`src/rtl/inst_fetch_unit.sv`:
```
// Instruction fetch front end: PC register, 1-cycle-latency imem requests, a DEPTH-entry
// prefetch queue with first-word fall-through, and branch redirect/flush.
module inst_fetch_unit #(
  parameter int unsigned          ADDR_W   = 32,
  parameter int unsigned          INST_W   = 32,
  parameter int unsigned          PC_STEP  = 4,
  parameter int unsigned          DEPTH    = 4,
  parameter logic [ADDR_W-1:0]    RESET_PC = '0,
  parameter logic [INST_W-1:0]    NOP_INST = INST_W'(32'h1000_0000)
) (
  input  logic                        clk,
  input  logic                        reset,
  output logic [ADDR_W-1:0]           imem_addr,
  output logic                        imem_req,
  input  logic [INST_W-1:0]           imem_inst,
  input  logic                        branch_taken,
  input  logic [ADDR_W-1:0]           branch_target,
  input  logic                        stall,
  output logic [INST_W-1:0]           inst_out,
  output logic [ADDR_W-1:0]           inst_pc,
  output logic                        inst_valid,
  output logic [$clog2(DEPTH):0]      queue_count
);

  localparam int unsigned PtrW    = $clog2(DEPTH);
  localparam int unsigned CntW    = PtrW + 1;
  localparam int unsigned CreditW = CntW + 1;

  logic [ADDR_W-1:0] pc_q, pc_d;
  logic              inflight_q, inflight_d;
  logic [ADDR_W-1:0] tag_pc_q, tag_pc_d;
  logic              tag_epoch_q, tag_epoch_d;
  logic              epoch_q, epoch_d;
  logic [PtrW-1:0]   wr_ptr_q, wr_ptr_d;
  logic [PtrW-1:0]   rd_ptr_q, rd_ptr_d;
  logic [CntW-1:0]   count_q, count_d;
  logic [INST_W-1:0] inst_mem_q [DEPTH];
  logic [ADDR_W-1:0] pc_mem_q   [DEPTH];

  logic [CreditW-1:0] credit_sum;
  logic               push;
  logic               pop;

  // Credit counts the in-flight request so a returning response always has a free slot.
  assign credit_sum = {1'b0, count_q} + CreditW'(inflight_q);
  assign imem_req   = reset & ~branch_taken & (credit_sum < CreditW'(DEPTH));
  assign imem_addr  = pc_q;

  // Responses from a previous flush epoch, or arriving during a flush, are dropped.
  assign push = inflight_q & ~branch_taken & (tag_epoch_q == epoch_q);
  assign pop  = inst_valid & ~stall & ~branch_taken;

  assign inst_valid  = (count_q != '0);
  assign inst_out    = inst_valid ? inst_mem_q[rd_ptr_q] : NOP_INST;
  assign inst_pc     = inst_valid ? pc_mem_q[rd_ptr_q] : '0;
  assign queue_count = count_q;

  always_comb begin
    pc_d        = pc_q;
    inflight_d  = inflight_q;
    tag_pc_d    = tag_pc_q;
    tag_epoch_d = tag_epoch_q;
    epoch_d     = epoch_q;
    wr_ptr_d    = wr_ptr_q;
    rd_ptr_d    = rd_ptr_q;
    count_d     = count_q;
    if (branch_taken) begin
      pc_d       = branch_target;
      inflight_d = 1'b0;
      epoch_d    = ~epoch_q;
      wr_ptr_d   = '0;
      rd_ptr_d   = '0;
      count_d    = '0;
    end else begin
      inflight_d = imem_req;
      if (imem_req) begin
        pc_d        = pc_q + ADDR_W'(PC_STEP);
        tag_pc_d    = pc_q;
        tag_epoch_d = epoch_q;
      end
      if (push) wr_ptr_d = wr_ptr_q + PtrW'(1);
      if (pop)  rd_ptr_d = rd_ptr_q + PtrW'(1);
      count_d = count_q + CntW'(push) - CntW'(pop);
    end
  end

  always_ff @(posedge clk or negedge reset) begin
    if (!reset) begin
      pc_q        <= RESET_PC;
      inflight_q  <= 1'b0;
      tag_pc_q    <= '0;
      tag_epoch_q <= 1'b0;
      epoch_q     <= 1'b0;
      wr_ptr_q    <= '0;
      rd_ptr_q    <= '0;
      count_q     <= '0;
    end else begin
      pc_q        <= pc_d;
      inflight_q  <= inflight_d;
      tag_pc_q    <= tag_pc_d;
      tag_epoch_q <= tag_epoch_d;
      epoch_q     <= epoch_d;
      wr_ptr_q    <= wr_ptr_d;
      rd_ptr_q    <= rd_ptr_d;
      count_q     <= count_d;
    end
  end

  always_ff @(posedge clk or negedge reset) begin
    if (!reset) begin
      for (int i = 0; i < DEPTH; i++) begin
        inst_mem_q[i] <= NOP_INST;
        pc_mem_q[i]   <= '0;
      end
    end else if (push) begin
      inst_mem_q[wr_ptr_q] <= imem_inst;
      pc_mem_q[wr_ptr_q]   <= tag_pc_q;
    end
  end

  a_count_bound: assert property (@(posedge clk) disable iff (!reset)
    count_q <= CntW'(DEPTH));

endmodule

```
`config.mk`:
```
export PLATFORM = sky130hd
export DESIGN_NAME = inst_fetch_unit
export DESIGN_NICKNAME = d
export VERILOG_FILES = /design/src/rtl/inst_fetch_unit.sv
export SDC_FILE = /design/constraint.sdc
export NUM_CORES = 1
export LEC_CHECK = 0
export CAP_MARGIN = 0
export CORE_ASPECT_RATIO = 2
export CORE_UTILIZATION = 55
export CTS_CLUSTER_SIZE = 40
export DETAILED_ROUTE_END_ITERATION = 8
export HOLD_SLACK_MARGIN = 0.12
export PLACE_DENSITY_LB_ADDON = 0.12
export SKIP_LAST_GASP = 1
export SLEW_MARGIN = 20
export SYNTH_ARGS = -nofsm -noshare
export SYNTH_HDL_FRONTEND = slang
export SYNTH_SLANG_ARGS = --single-unit
```
`constraint.sdc`:
```
create_clock -name clk -period 3.9 [get_ports clk]
set_input_delay 0.39 -clock clk [delete_from_list [all_inputs] [get_ports clk]]
set_output_delay 0.39 -clock clk [all_outputs]
set_load 0.02 [all_outputs]
```
Word level (Yosys, flattened, before mapping)
Cells that the tools add are included.
{ "classes": {"magnitude_cmp": 4, "mux": 20, "reduce_logical": 6, "bitwise": 11, "n_addsub": 6, "n_eq_ne": 1} }
{ "op_table": {"columns": ["cell", "count"], "rows": [
  ["32-bit two-way mux", 9],
  ["128-bit bitwise mux", 2],
  ["32-bit binary-select mux with 2-bit select", 2],
  ["32-bit demux with 2-bit select", 1],
  ["32-bit by 3-bit adder with 32-bit output (second input constant)", 1],
  ["2-bit two-way mux", 4],
  ["1-bit AND", 6],
  ["3-bit >= comparator (second input constant)", 2],
  ["2-bit NOT with 3-bit output", 2],
  ["2-bit nonzero test", 3],
  ["2-bit by 1-bit adder with 2-bit output (second input constant)", 2],
  ["3-bit by 1-bit adder with 4-bit output", 1],
  ["4-bit by 3-bit less-than comparator with 1-bit output (second input constant)", 1],
  ["3-bit by 1-bit adder with 3-bit output", 1],
  ["3-bit by 1-bit less-than comparator with 1-bit output (second input constant)", 1],
  ["3-bit two-way mux", 1],
  ["1-bit NOT", 3],
  ["3-bit nonzero test", 1],
  ["3-bit by 1-bit subtractor with 3-bit output", 1],
  ["2-bit AND reduction", 1],
  ["1-bit == test", 1],
  ["1-bit logical AND", 1],
  ["1-bit two-way mux", 1]
]} }
{ "word_totals": {"input_bits": 68, "register_bits": 330, "out_inout_bits": 101} }

Depth between registers and ports, before layout
{ "depth": {"depth_word": 6, "mapped_depth": 12} }

Least setup slack after synthesis
Ideal clock, no wire load.
{ "synth_path": {"path_kind": "reg2reg", "startpoint": "reg count_q[1] (netlist: queue_count[1])", "endpoint": "reg pc_q[27] (netlist: imem_addr[27])", "t_arrival_ns": 2.398, "t_required_ns": 3.818, "synth_period_minus_slack_ns": 2.480, "path_stages_with_launch": 8, "path_slack_ns": 1.420, "cell_sequence": "dfrtp_1 ha_1 o211a_1 o32a_1 or4_1 buf_2 or3_1 a31oi_1"} }
{ "synth_between": {"elab_chain_len": 4} }
{ "synth_lines": {"columns": ["element", "line", "text"], "rows": [
  ["from (decl)", "36", "logic [CntW-1:0] count_q, count_d;"],
  ["from (signal assigned)", "105", "count_q <= count_d;"],
  ["3-bit by 1-bit adder with 4-bit output", "45", "assign credit_sum = {1'b0, count_q} + CreditW'(inflight_q);"],
  ["4-bit by 3-bit less-than comparator with 1-bit output", "46", "assign imem_req = reset & ~branch_taken & (credit_sum < CreditW'(DEPTH));"],
  ["1-bit AND", "46", null],
  ["2-bit nonzero test (no source line)", null, null],
  ["to (signal assigned)", "98", "pc_q <= pc_d;"],
  ["to (decl)", "29", "logic [ADDR_W-1:0] pc_q, pc_d;"]
]} }
No other way between the ends.
A chain may end at the register's enable or synchronous reset.

Final worst setup path
{ "layout_path": {"startpoint": "reg rd_ptr_q[0]", "endpoint": "out inst_pc[26]"} }
{ "layout_between": {"elab_chain_len": 5} }
{ "layout_lines": {"columns": ["element", "line", "text"], "rows": [
  ["from (decl)", "35", "logic [PtrW-1:0] rd_ptr_q, rd_ptr_d;"],
  ["from (signal assigned)", "104", "rd_ptr_q <= rd_ptr_d;"],
  ["2-bit NOT with 3-bit output (implied by the code)", "55", "assign inst_pc = inst_valid ? pc_mem_q[rd_ptr_q] : '0;"],
  ["32-bit binary-select mux with 2-bit select", "55", null],
  ["32-bit two-way mux (implied by the code) (2 in series)", "55", null],
  ["32-bit two-way mux", "55", null],
  ["to (decl)", "20", "output logic [ADDR_W-1:0] inst_pc,"]
]} }
No other way between the ends. The select of a mux whose other input is x is not followed.

==> impl_results.md <==
* Core Region at 26500 um^2
* CP max FO at 27
* Worst vdd ir at 0.000411 V
* Pwr/cell area at 649 nW/um^2
* Initial DRC Count at 386
* Initial core utilization at 56.2%
* Die width at 118 um
* Setup bufs post-CTS at 0
* ANT cells at 0
* CP endpoint kind: output pin
* IO Count at 169
* WL final at 32000 um
* Clk Latency, worst-skew pair at 560 ps
* Pre-CTS setup slack at 1080 ps
* Clock root buffer: clkbuf_16
* Leading area contributor after synthesis: dfrtp_1
* Final setup margin at 629 ps
* Initial antenna violation count at 0
* Netlist cell types at 39
* Share of the synthesized area in the top cell type at 54.8%
* Max clock buf depth at 3
* Setup Skew at 14.1 ps
* Dpl hpwl at 19700 um
* Max Clk Rate at 0.306 GHz
* TNS Setup at 0 ps
* Routability cong. at 0.800
* Row count at 84
* H-tree depth at 1
* HP Class: in2async
* Critical Path RT at 3510 ps
* Most common cell after layout, fill and taps aside: dfrtp_1
* Final period util at 83.9%
* TritonCTS clock tree: yes
* Syn_area_per_cell at 14.7 um^2
* Top cells by area, synth: dfrtp_1 (55%), mux2_2 (22%), mux4_2 (9.7%), and2_1 (2.7%), xnor2_1 (1.3%)
* Sinks on Clock Net at 330
* Vias per cell at 5.81
* Largest net degree at the start of global routing at 183
* Post-route ant nets at 0
* Reg2reg start: queue_count[1]
* Final hold violation count at 0
* Asr flop ratio synth at 100%
* GRT Overall Usage at 24.2%
* GRT overflow at 0
* Most used DFF post-synth: dfrtp_1
* Synthesized area at 14900 um^2
* RSZ-0062 raised after global routing: no
* Post-synth EDFFs at 0
* CTS buffer count at 30
* Vias in the first global route at 9597
* Final nets at 1244
* Synthesis-to-layout area growth at 20.6%
* Fin crit period at 3270 ps
* Leak Pwr at 8.09 nW
* First drt pass iteration count at 4
* Yosys reg bits at 330
* Max cap viols at 0
* Status: finished clean
* Crit start category: flop
* Sequential element share of the synthesized area at 55.5%
* Max_slew headroom at 25.8%
* Ys Warns at 0
* CP Class: reg2out
* Mapped Nets at 1089
* Global-route wire length before repair at 52600 um
* DRC errors left at 0
* CP Launch Point: rd_ptr_q[0]
* Worst EP arrival at 2880 ps
* Slew Viols, Final at 0
* Die height at 235 um
* Die ar. at 27800 um^2
* Fraction of layout cells with a size suffix above 1 at 37.1%
* Final Setup Violations at 0
* Measured slew at the worst slew-check pin at 1110 ps
* Mapped Cells at 1012
* Most frequent cells in the layout: dfrtp_1 (324), mux2_2 (297), clkdlybuf4s50_1 (166)
* Port Buffer Count at 168
* Clk pin slew, worst setup/hold paths at 70 ps
* Routed len/inst at 20.9 um
* Vias at 8900
## worst max-delay path, cell delays in order, from the launching register on
cell and delay [ps]:
dfrtp_4 720, buf_12 310, mux4_2 570, and2_1 170, clkdlybuf4s50_1 530
## layout make-up
class | count | area, um^2
fill | 1941 | 8530
sequential | 330 | 8270
multi-input combinational | 605 | 6340
timing repair buffer | 184 | 1840
clock buffer | 40 | 870
tap | 344 | 430
clock inverter | 12 | 145
inverter | 16 | 60.1
## power breakdown
part           total (mW)  internal (mW)  leakage [nW]  switching, mW
Clock                3.03           1.76         0.491           1.27
Sequential           4.84           4.22          4.30          0.617
Combinational        3.79           2.19          3.29           1.60
Total                11.7           8.16          8.09           3.49
## through the flow
stage                     cell area [um^2]  utilization, %  total power, mW  cells  hold WS (ps)
after floorplan                      14900               -             7.19   1012          94.4
after global placement               16900            63.9             8.66   1478           304
after detailed placement             16900            63.9             8.75   1478           304
after CTS                            18000            67.8             11.8   1531           309
after global routing                 18000            67.8             12.3   1531           341
final                                18000            67.8             11.7   1531           306
## kinds of logic after synthesis
logic type                 synth area share, %
muxes                                     32.3
DFF                                       55.5
and+or+nand+nor                           6.26
buffers and inverters                     2.20
AOI/OAI and AO/OA                         1.29
xor gates and xnor gates                  1.71
adders and majority gates                0.806
## cells in the mapped netlist (all sizes together), types with 2 or more instances
cell	n
dfrtp	326
mux2	298
and2	64
mux4	64
buf	36
nand2	35
clkbuf	25
o21ai	23
xnor2	22
inv	15
nor2	14
nor3	14
nand3	10
nor4	10
ha	8
xor2	7
and3	5
nand4	5
a31oi	4
and4	4
dfstp	4
or3	3
nand2b	2
## registers in the layout (all words and copies together) (netlist names)
name,count
epoch_q,1
imem_addr,32
inflight_q,1
inst_mem_q,128
pc_mem_q,128
queue_count,3
rd_ptr_q,2
tag_epoch_q,1
tag_pc_q,32
wr_ptr_q,2
## path summary, 6_finish.rpt
check / end / slack [ps] / depth (start not counted)
max: inst_pc[26] / 630 / 4
min: inst_mem_q[24] / 310 / 2
max reg2reg: imem_addr[27] / 1040 / 7
min reg2reg: inst_mem_q[11] / 500 / 1
max in group asynchronous: pc_mem_q[16] / 2320 / 3
min in group clk: tag_pc_q[31] / 360 / 3
## repair_timing
action                    CTS  global route
resized for setup           0             0
hold endpoints to repair   36             0
hold buffers                1             0
## metal layers
layer	vias up	part of all wire, %	track usage (%)
met5	-	0	0
met4	0	2.7	8.16
met3	51	3.3	2.55
met2	188	54	43.4
met1	4693	40	30.2
li1	3968	-	-
Note: power is estimated with default switching activity, not from simulation.
